### config.mk
export PLATFORM = sky130hd
export DESIGN_NAME = seg7_capture
export DESIGN_NICKNAME = d
export VERILOG_FILES = /design/src/rtl/seg7_pkg.sv /design/src/rtl/seg7_to_bcd.sv /design/src/rtl/seg7_capture.sv
export SDC_FILE = /design/constraint.sdc
export NUM_CORES = 1
export LEC_CHECK = 0
export BUFFER_PORTS_ARGS = -buffer_cell sky130_fd_sc_hd__buf_4
export CORE_ASPECT_RATIO = 1.25
export CORE_UTILIZATION = 30
export CTS_CLUSTER_DIAMETER = 60
export DETAILED_ROUTE_END_ITERATION = 8
export GPL_TIMING_DRIVEN = 0
export PLACE_DENSITY = 0.5
export SETUP_SLACK_MARGIN = 0.5
export SLEW_MARGIN = 20
export SYNTH_ARGS = -nofsm -noshare
export SYNTH_HDL_FRONTEND = slang
export SYNTH_HIERARCHICAL = 1
export SYNTH_SLANG_ARGS = --single-unit
### constraint.sdc
create_clock -name clk -period 4.7 [get_ports clk]
set_clock_uncertainty 0.1 [all_clocks]
set_input_delay 1.175 -clock clk [delete_from_list [all_inputs] [get_ports clk]]
set_output_delay 1.175 -clock clk [all_outputs]
set_load 0.05 [all_outputs]
### src/rtl/seg7_pkg.sv
// Shared constants for the seven-segment capture block: segment patterns,
// FSM state encoding, decoder result type and digit-strobe helpers.
package seg7_pkg;

   localparam logic [6:0] SEG_0     = 7'b0000001;
   localparam logic [6:0] SEG_1     = 7'b1001111;
   localparam logic [6:0] SEG_2     = 7'b0010010;
   localparam logic [6:0] SEG_3     = 7'b0000110;
   localparam logic [6:0] SEG_4     = 7'b1001100;
   localparam logic [6:0] SEG_5     = 7'b0100100;
   localparam logic [6:0] SEG_6     = 7'b0100000;
   localparam logic [6:0] SEG_7     = 7'b0001111;
   localparam logic [6:0] SEG_8     = 7'b0000000;
   localparam logic [6:0] SEG_9     = 7'b0000100;
   localparam logic [6:0] SEG_BLANK = 7'b1111111;

   localparam logic [3:0] BLANK_CODE = 4'hF;

   localparam logic [1:0] ST_IDLE   = 2'd0;
   localparam logic [1:0] ST_SETTLE = 2'd1;
   localparam logic [1:0] ST_HOLD   = 2'd2;

   typedef struct packed {
      logic       err;
      logic [3:0] value;
   } bcd_t;

   // True when exactly one digit strobe is active (low).
   function automatic logic sel_one_low(input logic [3:0] sel);
      logic r;
      case (sel)
         4'b1110, 4'b1101, 4'b1011, 4'b0111: r = 1'b1;
         default:                            r = 1'b0;
      endcase
      return r;
   endfunction

   function automatic logic [1:0] sel_index(input logic [3:0] sel);
      logic [1:0] r;
      case (sel)
         4'b1110: r = 2'd0;
         4'b1101: r = 2'd1;
         4'b1011: r = 2'd2;
         4'b0111: r = 2'd3;
         default: r = 2'd0;
      endcase
      return r;
   endfunction

endpackage

### src/rtl/seg7_to_bcd.sv
// Combinational seven-segment (active-low) to BCD lookup; blank maps to
// BLANK_CODE, anything outside the table is flagged as an error.
module seg7_to_bcd
   import seg7_pkg::*;
(
   input  logic [6:0] seg,
   output bcd_t       dec
);

   // Fixed pattern lookup
   always_comb begin
      dec.err   = 1'b0;
      dec.value = BLANK_CODE;
      case (seg)
         SEG_0:     dec.value = 4'd0;
         SEG_1:     dec.value = 4'd1;
         SEG_2:     dec.value = 4'd2;
         SEG_3:     dec.value = 4'd3;
         SEG_4:     dec.value = 4'd4;
         SEG_5:     dec.value = 4'd5;
         SEG_6:     dec.value = 4'd6;
         SEG_7:     dec.value = 4'd7;
         SEG_8:     dec.value = 4'd8;
         SEG_9:     dec.value = 4'd9;
         SEG_BLANK: dec.value = BLANK_CODE;
         default:   dec.err   = 1'b1;
      endcase
   end

endmodule

### src/rtl/seg7_capture.sv
// Captures a multiplexed seven-segment display: each strobed digit must hold
// a steady pattern for STABLE_CYCLES samples before it is decoded and stored.
module seg7_capture
   import seg7_pkg::*;
#(
   parameter int STABLE_CYCLES = 4
)(
   input  logic        clk,
   input  logic        reset,
   input  logic [6:0]  seg,
   input  logic [3:0]  dig_sel,
   output logic [15:0] digits,
   output logic [3:0]  valid,
   output logic [3:0]  digit_err,
   output logic        upd
);

   localparam logic [7:0] STABLE = STABLE_CYCLES[7:0];

   logic [6:0]  smp_seg, prev_seg;
   logic [3:0]  smp_sel, prev_sel;
   logic [1:0]  state, state_nx;
   logic [7:0]  cnt, cnt_nx;
   logic        same, capture;
   logic [1:0]  idx;
   bcd_t        dec;
   logic [15:0] digits_nx;
   logic [3:0]  valid_nx, err_nx;
   logic        chg, chg_nx;

   seg7_to_bcd u_dec (
      .seg (smp_seg),
      .dec (dec)
   );

   // Input sample stage plus one-deep history for the stability compare
   always_ff @(posedge clk) begin
      if (reset) begin
         smp_seg  <= 7'h7F;
         smp_sel  <= 4'hF;
         prev_seg <= 7'h7F;
         prev_sel <= 4'hF;
      end else begin
         smp_seg  <= seg;
         smp_sel  <= dig_sel;
         prev_seg <= smp_seg;
         prev_sel <= smp_sel;
      end
   end

   assign same = (smp_seg == prev_seg) && (smp_sel == prev_sel);
   assign idx  = sel_index(smp_sel);

   // Stability FSM: an invalid strobe always returns to IDLE
   always_comb begin
      state_nx = state;
      cnt_nx   = cnt;
      capture  = 1'b0;
      if (!sel_one_low(smp_sel)) begin
         state_nx = ST_IDLE;
         cnt_nx   = 8'd0;
      end else begin
         case (state)
            ST_IDLE: begin
               state_nx = ST_SETTLE;
               cnt_nx   = 8'd1;
            end
            ST_SETTLE: begin
               if (!same) begin
                  cnt_nx = 8'd1;
               end else if (cnt + 8'd1 >= STABLE) begin
                  cnt_nx   = STABLE;
                  capture  = 1'b1;
                  state_nx = ST_HOLD;
               end else begin
                  cnt_nx = cnt + 8'd1;
               end
            end
            ST_HOLD: begin
               if (!same) begin
                  state_nx = ST_SETTLE;
                  cnt_nx   = 8'd1;
               end else begin
                  state_nx = ST_HOLD;
               end
            end
            default: begin
               state_nx = ST_IDLE;
               cnt_nx   = 8'd0;
            end
         endcase
      end
   end

   // Capture update; chg flags a visible change so upd can follow a cycle later
   always_comb begin
      digits_nx = digits;
      valid_nx  = valid;
      err_nx    = digit_err;
      chg_nx    = 1'b0;
      if (capture) begin
         if (dec.err) begin
            err_nx[idx] = 1'b1;
            chg_nx      = ~digit_err[idx];
         end else begin
            digits_nx[{idx, 2'b00} +: 4] = dec.value;
            valid_nx[idx] = 1'b1;
            err_nx[idx]   = 1'b0;
            chg_nx        = (digits[{idx, 2'b00} +: 4] != dec.value) || digit_err[idx];
         end
      end else begin
         chg_nx = 1'b0;
      end
   end

   // State and output registers
   always_ff @(posedge clk) begin
      if (reset) begin
         state     <= ST_IDLE;
         cnt       <= 8'd0;
         digits    <= 16'hFFFF;
         valid     <= 4'h0;
         digit_err <= 4'h0;
         chg       <= 1'b0;
         upd       <= 1'b0;
      end else begin
         state     <= state_nx;
         cnt       <= cnt_nx;
         digits    <= digits_nx;
         valid     <= valid_nx;
         digit_err <= err_nx;
         chg       <= chg_nx;
         upd       <= chg;
      end
   end

endmodule

==> flow_summary.yaml, run 1 <==
critical_path:
  crit_type: "register to register"
  r2r-start: "smp_seg[0]$_SDFF_PP1_"
  worstReg2RegEnd: "digits[12]$_SDFFE_PP1P_"
  cpMaxStageDelayCell: "a41oi_1"
  crit_fanout: 10
  cp.arrival_ns: 3.08
  rrSetupSlack_ns: 1.77
  crit_path_start_kind: "register"
  worst_setup_path_end_kind: "register"
  critPathTopFamily: "simple AND/OR/NAND/NOR gates"
  crit_buf_inv: 1
  cp.required_ns: 4.85
  r2r_cells: 7
  crit_chain: "nor3_2, nand4b_1, nand4bb_4, a41oi_1, clkinv_1, nand4_1, mux2i_1"
  critPathMaxStageDelay_ns: 0.56
yosys:
  yosysSeqAreaShare: 0.3859
  ys_async_sr_fraction: 0
  netlist_area_sq_um: 3009
  syn_area_per_cell_sq_um: 9.345
  yosys-top-cells-area: "dfxtp_1 39%, or2_2 4.6%, mux2i_1 4.3%, ha_1 3.7%, xnor2_1 3.5%"
  yosysUniqueCellTypes: 54
  synth_warnings: 6
  synth_ff_type: "dfxtp_1"
  synth_edf_count: 0
  synth_top_area_cell: "dfxtp_1"
  synth_nets: 344
  synth_cells: 322
  netlist.area_leader.share: 0.3859
  synth-seq-cells: 58
  ys_top_cells_by_count: "58 x dfxtp_1, 22 x or2_2, 17 x nand3_1"
  yosysMostFrequentCell: "dfxtp_1"
placed_design:
  hpwl_mm: 5.500
  portBuffers: 36
  gp_congestion: 0.8146
  post-place-ws_ns: 1.835
final_layout:
  syn_to_final_growth_pct: 23.28
  nets: 391
  layout-drive-gt1-share: 0.2674
  insertedDiodeCount: 0
  fillers: 991
die:
  die_height_microns: 114.0
  io_pins: 38
  coreArea_sq_um: 9659
  dieArea_sq_um: 10440
  start_util: 0.3115
  fp-row-count: 40
  die_x_microns: 91.58
run:
  drv.max_cap_violation_count: 0
pwr:
  p_per_area_nw_per_um2: 328.6
  ir_worst_vdd_mv: 0.1694
  p_leak_nw: 1.504
timing:
  rsz0062_at_grt: "no"
  worst_slew_pin_slew_ns: 0.7926
  setup_viol: 0
  fin_crit_sh: 0.6239
  setup_slack_ns: 1.768
  relSlewSlack: 0.4658
  fin_crit_ns: 2.932
  hold_viol_final: 0
  drv_slew: 0
  fmax_mhz: 341.0
  fin_tns_setup_ns: 0
min_path:
  hp-class: "register to register"
  whs_endpoint: "valid[1]$_SDFFE_PP0P_"
  holdCritStartpoint: "valid[1]$_SDFFE_PP0P_"
  holdPathStages: 2
clocking:
  ctsResizeCount: 0
  clockBufferDepth: 2
  postCtsSetupRepairBufs: 0
  clk_pin_slew_worst_paths_ns: 0.05
  numCtsBuffers: 9
  worstSkewPairLatency_ns: 0.32
  hold_buffers: 0
  cts_tree: "yes"
  cts_sinks: 58
  root_buffer: "clkbuf_16"
  cts_max_level: 3
grt:
  overflow: 0
  grt_pass1_vias: 2458
  antenna_found_initial: 0
  grt_pass1_wl_mm: 12.14
  grt_max_degree: 12
  grt_usage: 0.1510
routing:
  drc: 0
  drt-vias-per-instance: 5.016
  via_count: 2508
  routed_wl_mm: 7.428
  drt_first_pass_iters: 4
  drtIter0Drc: 96
  avgRoutedWirePerCell_microns: 14.86
  antenna_left: 0
status:
  status: "finished clean"
-- flip-flops by register name, indices dropped and copies added, names as in the netlist, 2 cells and up, named ones only --
name and count:
prev_seg 7, smp_sel 4, state 2, cnt 8, smp_seg 7, digits 16, prev_sel 4, valid 4
-- logic make-up (layout without fill, tap and decap cells) --
logic type,Yosys count,after routing,share of synthesized area
AOI/OAI and AO/OA,56,56,0.1331
muxes,14,14,0.04698
DFF,58,58,0.3859
and+or+nand+nor,138,138,0.2877
xor gates and xnor gates,19,19,0.05530
adders and majority gates,9,9,0.03742
buffers and inverters,28,80,0.05364
-- placed cells by master (no fill, tap or decap), types with 2 or more instances in the layout --
cell type	netlist	layout
nor4_1	2	2
buf_6	7	7
clkbuf_1	10	13
xnor2_1	12	12
nand3_1	17	17
o32ai_1	2	2
and3_2	4	4
a21oi_2	2	2
nand4b_1	3	3
clkinv_1	2	2
or4_1	2	2
clkinv_2	0	3
mux2i_1	13	13
or2_2	22	22
nor2_1	16	16
o2111ai_1	2	2
a211o_1	5	5
ha_1	9	9
a21boi_0	4	4
a32o_1	2	2
clkbuf_16	0	9
nand2_1	13	13
dfxtp_1	58	58
nor3_1	11	11
o21ai_0	10	10
nor3b_1	8	8
xor2_1	7	7
buf_4	0	36
buf_2	3	3
a21oi_1	11	11
inv_1	6	6
a211oi_1	6	6
a41oi_1	6	6
and2_1	6	6
and3_1	12	12
nand4_1	8	8
-- per-stage QoR --
step	std cells	power [mW]	hold WS, ns	util	instance area (sq um)
after detailed placement	484	0.6506	0.3672	0.3566	3445
after floorplan	322	0.6132	0.3138	-	3009
after global routing	500	1.270	0.4027	0.3841	3710
final	500	1.219	0.3708	0.3841	3710
after global placement	484	0.6489	0.3591	0.3558	3437
after CTS	500	1.236	0.3828	0.3841	3710
-- per-layer routing --
layer / global-route usage / share of wire
met1: 0.1809 / 0.45
met2: 0.2476 / 0.48
met3: 0.03467 / 0.037
met4: 0.08677 / 0.031
met5: 0 / 0
-- worst max-delay path by stage --
stage                                from                 endpoint  slack [ns]  depth (start not counted)
global placement    smp_seg[5]$_SDFF_PP1_  digits[15]$_SDFFE_PP1P_        1.84                          7
detailed placement  smp_seg[0]$_SDFF_PP1_   digits[4]$_SDFFE_PP1P_        1.83                          7
finish              smp_seg[0]$_SDFF_PP1_  digits[12]$_SDFFE_PP1P_        1.77                          7
CTS                 smp_seg[0]$_SDFF_PP1_  digits[12]$_SDFFE_PP1P_        1.79                          7
global route        smp_seg[0]$_SDFF_PP1_  digits[14]$_SDFFE_PP1P_        1.57                          7
floorplan           smp_seg[5]$_SDFF_PP1_  digits[10]$_SDFFE_PP1P_        2.33                          8
-- cell type report --
type | instances | area [sq um] | area share
flip-flops and latches | 58 | 1161 | 0.3130
clock buffers | 13 | 250.2 | 0.06745
inverters | 8 | 30.03 | 0.008094
repair buffers | 36 | 270.3 | 0.07285
well taps | 126 | 157.7 | 0.04250
clock inverters | 3 | 15.01 | 0.004047
plain buffers | 20 | 131.4 | 0.03541
multi-input cells | 236 | 1694 | 0.4567
-- report_power, final --
group          internal (mW)  leakage [nW]  switching (mW)  total [mW]
sequential             0.503         0.474          0.0110       0.514
clock                  0.368         0.133           0.211       0.579
combinational         0.0525         0.897          0.0733       0.126
-- worst min-delay path: stages, from the launching register on --
cell and delay, ns:
dfxtp_1 0.33, a41oi_1 0.04, nor2_1 0.07
No activity file was read; power rests on OpenSTA's default activity.
==> run 2: changes to the inputs <==
--- a/config.mk
+++ b/config.mk
@@ -11,7 +11,7 @@
 export CTS_CLUSTER_DIAMETER = 60
 export DETAILED_ROUTE_END_ITERATION = 8
 export GPL_TIMING_DRIVEN = 0
-export PLACE_DENSITY = 0.5
+export PLACE_DENSITY = 0.51
 export SETUP_SLACK_MARGIN = 0.5
 export SLEW_MARGIN = 20
 export SYNTH_ARGS = -nofsm -noshare
==> constraint.sdc (replaced) <==
create_clock -name clk -period 2.6 [get_ports clk]
set_clock_uncertainty 0.1 [all_clocks]
set_input_delay 0.65 -clock clk [delete_from_list [all_inputs] [get_ports clk]]
set_output_delay 0.65 -clock clk [all_outputs]
set_load 0.05 [all_outputs]
==> flow_summary.yaml, run 2 (synthesis results as in run 1) <==
final_layout:
  nets: 418
  top_register: "digits"
  final-seq-area_sq_um: 1174
  syn_to_final_growth_pct: 41.33
  layout-drive-gt1-share: 0.4200
  fillers: 940
  largest_reg_flops: 16
  final_cell_mix: "55 x buf_4, 52 x dfxtp_1, 22 x or2_2, 16 x buf_6, 16 x nor2_1"
  fin_area_sq_um: 4253
  insertedDiodeCount: 0
  final_common_cell: "buf_4"
  multi_input_area_sq_um: 1931
  largestRegisters: "digits (16), cnt (8)"
critical_path:
  r2r_cells: 8
  crit_start: "smp_sel[3]$_SDFF_PP1_"
  worst_setup_path_end_kind: "register"
  worstReg2RegEnd: "chg$_SDFF_PP0_"
  r2r-start: "smp_sel[3]$_SDFF_PP1_"
  crit_type: "register to register"
  crit_path_start_kind: "register"
  rrSetupSlack_ns: 0.20
  crit_fanout: 6
  cp.required_ns: 2.76
  cp.arrival_ns: 2.56
timing:
  fin_crit_sh: 0.9241
  worst_slew_pin_slew_ns: 0.8001
  setup_viol: 0
  fin_tns_setup_ns: 0
  hold_viol_final: 0
  rsz0062_at_grt: "yes"
  drv_slew: 0
  relSlewSlack: 0.4608
  fin_crit_ns: 2.403
  fmax_mhz: 416.2
routing:
  drt_first_pass_iters: 4
  via_count: 2670
  routed_wl_mm: 7.990
  antenna_left: 0
  avgRoutedWirePerCell_microns: 15.19
  drtIter0Drc: 100
  drt-vias-per-instance: 5.076
  drc: 0
pwr:
  p_per_area_nw_per_um2: 569.0
  p_sw_frac: 0.2341
  p_leak_nw: 1.742
  combPwrFrac: 0.120
  p_clk_frac: 0.496
  p_switching_mw: 0.5665
  ir_worst_vdd_mv: 0.3159
  p_seq_frac: 0.384
  intPower_mw: 1.853
run:
  drv.max_cap_violation_count: 0
grt:
  grt_max_degree: 12
  grt_pass1_vias: 2651
  grt_usage: 0.1645
  overflow: 0
  antenna_found_initial: 0
  grt_pass1_wl_mm: 13.08
placed_design:
  portBuffers: 36
  gp_congestion: 0.8231
  placed_cell_area_sq_um: 3488
  hpwl_mm: 5.541
die:
  die_x_microns: 91.58
  fp-row-count: 40
  io_pins: 38
  start_util: 0.3115
  dieArea_sq_um: 10440
  coreArea_sq_um: 9659
  die_height_microns: 114.0
clocking:
  clk_pin_slew_worst_paths_ns: 0.05
  cts_sinks: 58
  numCtsBuffers: 9
  hold_buffers: 0
  root_buffer: "clkbuf_16"
  worstSkewPairLatency_ns: 0.33
  cts_tree: "yes"
  clockBufferDepth: 2
  cts_max_level: 3
status:
  status: "finished clean"
min_path:
  hp-class: "register to register"
  holdPathStages: 2
[run 2: worst max path at each step]
stage	endpoint	slack [ns]	cells past startpoint
floorplan	chg$_SDFF_PP0_	0.39	8
finish	chg$_SDFF_PP0_	0.20	8
CTS	chg$_SDFF_PP0_	0.17	8
global route	chg$_SDFF_PP0_	0.11	8
global placement	chg$_SDFF_PP0_	-0.06	5
detailed placement	digits[8]$_SDFFE_PP1P_	0.04	8
[run 2: repair_timing]
item	in CTS	in global routing
setup endpoints to repair	32	35
gates resized for setup	26	30
pin swaps	8	15
buffers inserted	21	5
gates cloned	0	1
[run 2: final cells by class]
type                       count  area share
inverter                       8    0.008238
sequential                    58      0.2760
multi-input combinational    236      0.4540
clock inverter                 2    0.008238
buffer                        20     0.03619
timing repair buffer          63      0.1168
tap                          126     0.03707
clock buffer                  13     0.06355
[run 2: routing by layer]
| layer | GRT usage | part of all wire | vias to the layer above |
|---|---|---|---|
| met1 | 0.1873 | 0.43 | 1256 |
| met3 | 0.04867 | 0.040 | 24 |
| met2 | 0.2717 | 0.49 | 72 |
| met5 | 0 | 0 | - |
| met4 | 0.09841 | 0.040 | 0 |
| li1 | - | - | 1318 |
[run 2: critical path, stage by stage, from the launching register on]
cell and delay, ns:
dfxtp_2 0.32, buf_8 0.14, xnor2_4 0.14, nand3_2 0.12, or4_4 0.55, buf_6 0.14
nor3_4 0.20, or4b_4 0.49, a21oi_2 0.13
[run 2: per-stage QoR]
step                std cells  total power, mW  utilization  worst slack (ns)  hold WS, ns
floorplan                 322            1.116            -            0.3894       0.3138
global placement          484            1.180       0.3604          -0.06385       0.3601
detailed placement        484            1.182       0.3611           0.03821       0.3674
CTS                       520            2.426       0.4209            0.1741       0.3803
global route              526            2.537       0.4403            0.1068       0.3897
finish                    526            2.420       0.4403            0.1973       0.3815
[run 2: power groups by stage]
stage	Sequential, mW	Combinational [mW]	Clock (mW)
2_1_floorplan	0.943	0.172	0
3_3_place_gp	0.948	0.232	0
3_5_place_dp	0.948	0.233	0
4_1_cts	0.928	0.270	1.23
5_1_grt	0.931	0.318	1.29
6_report	0.930	0.291	1.20
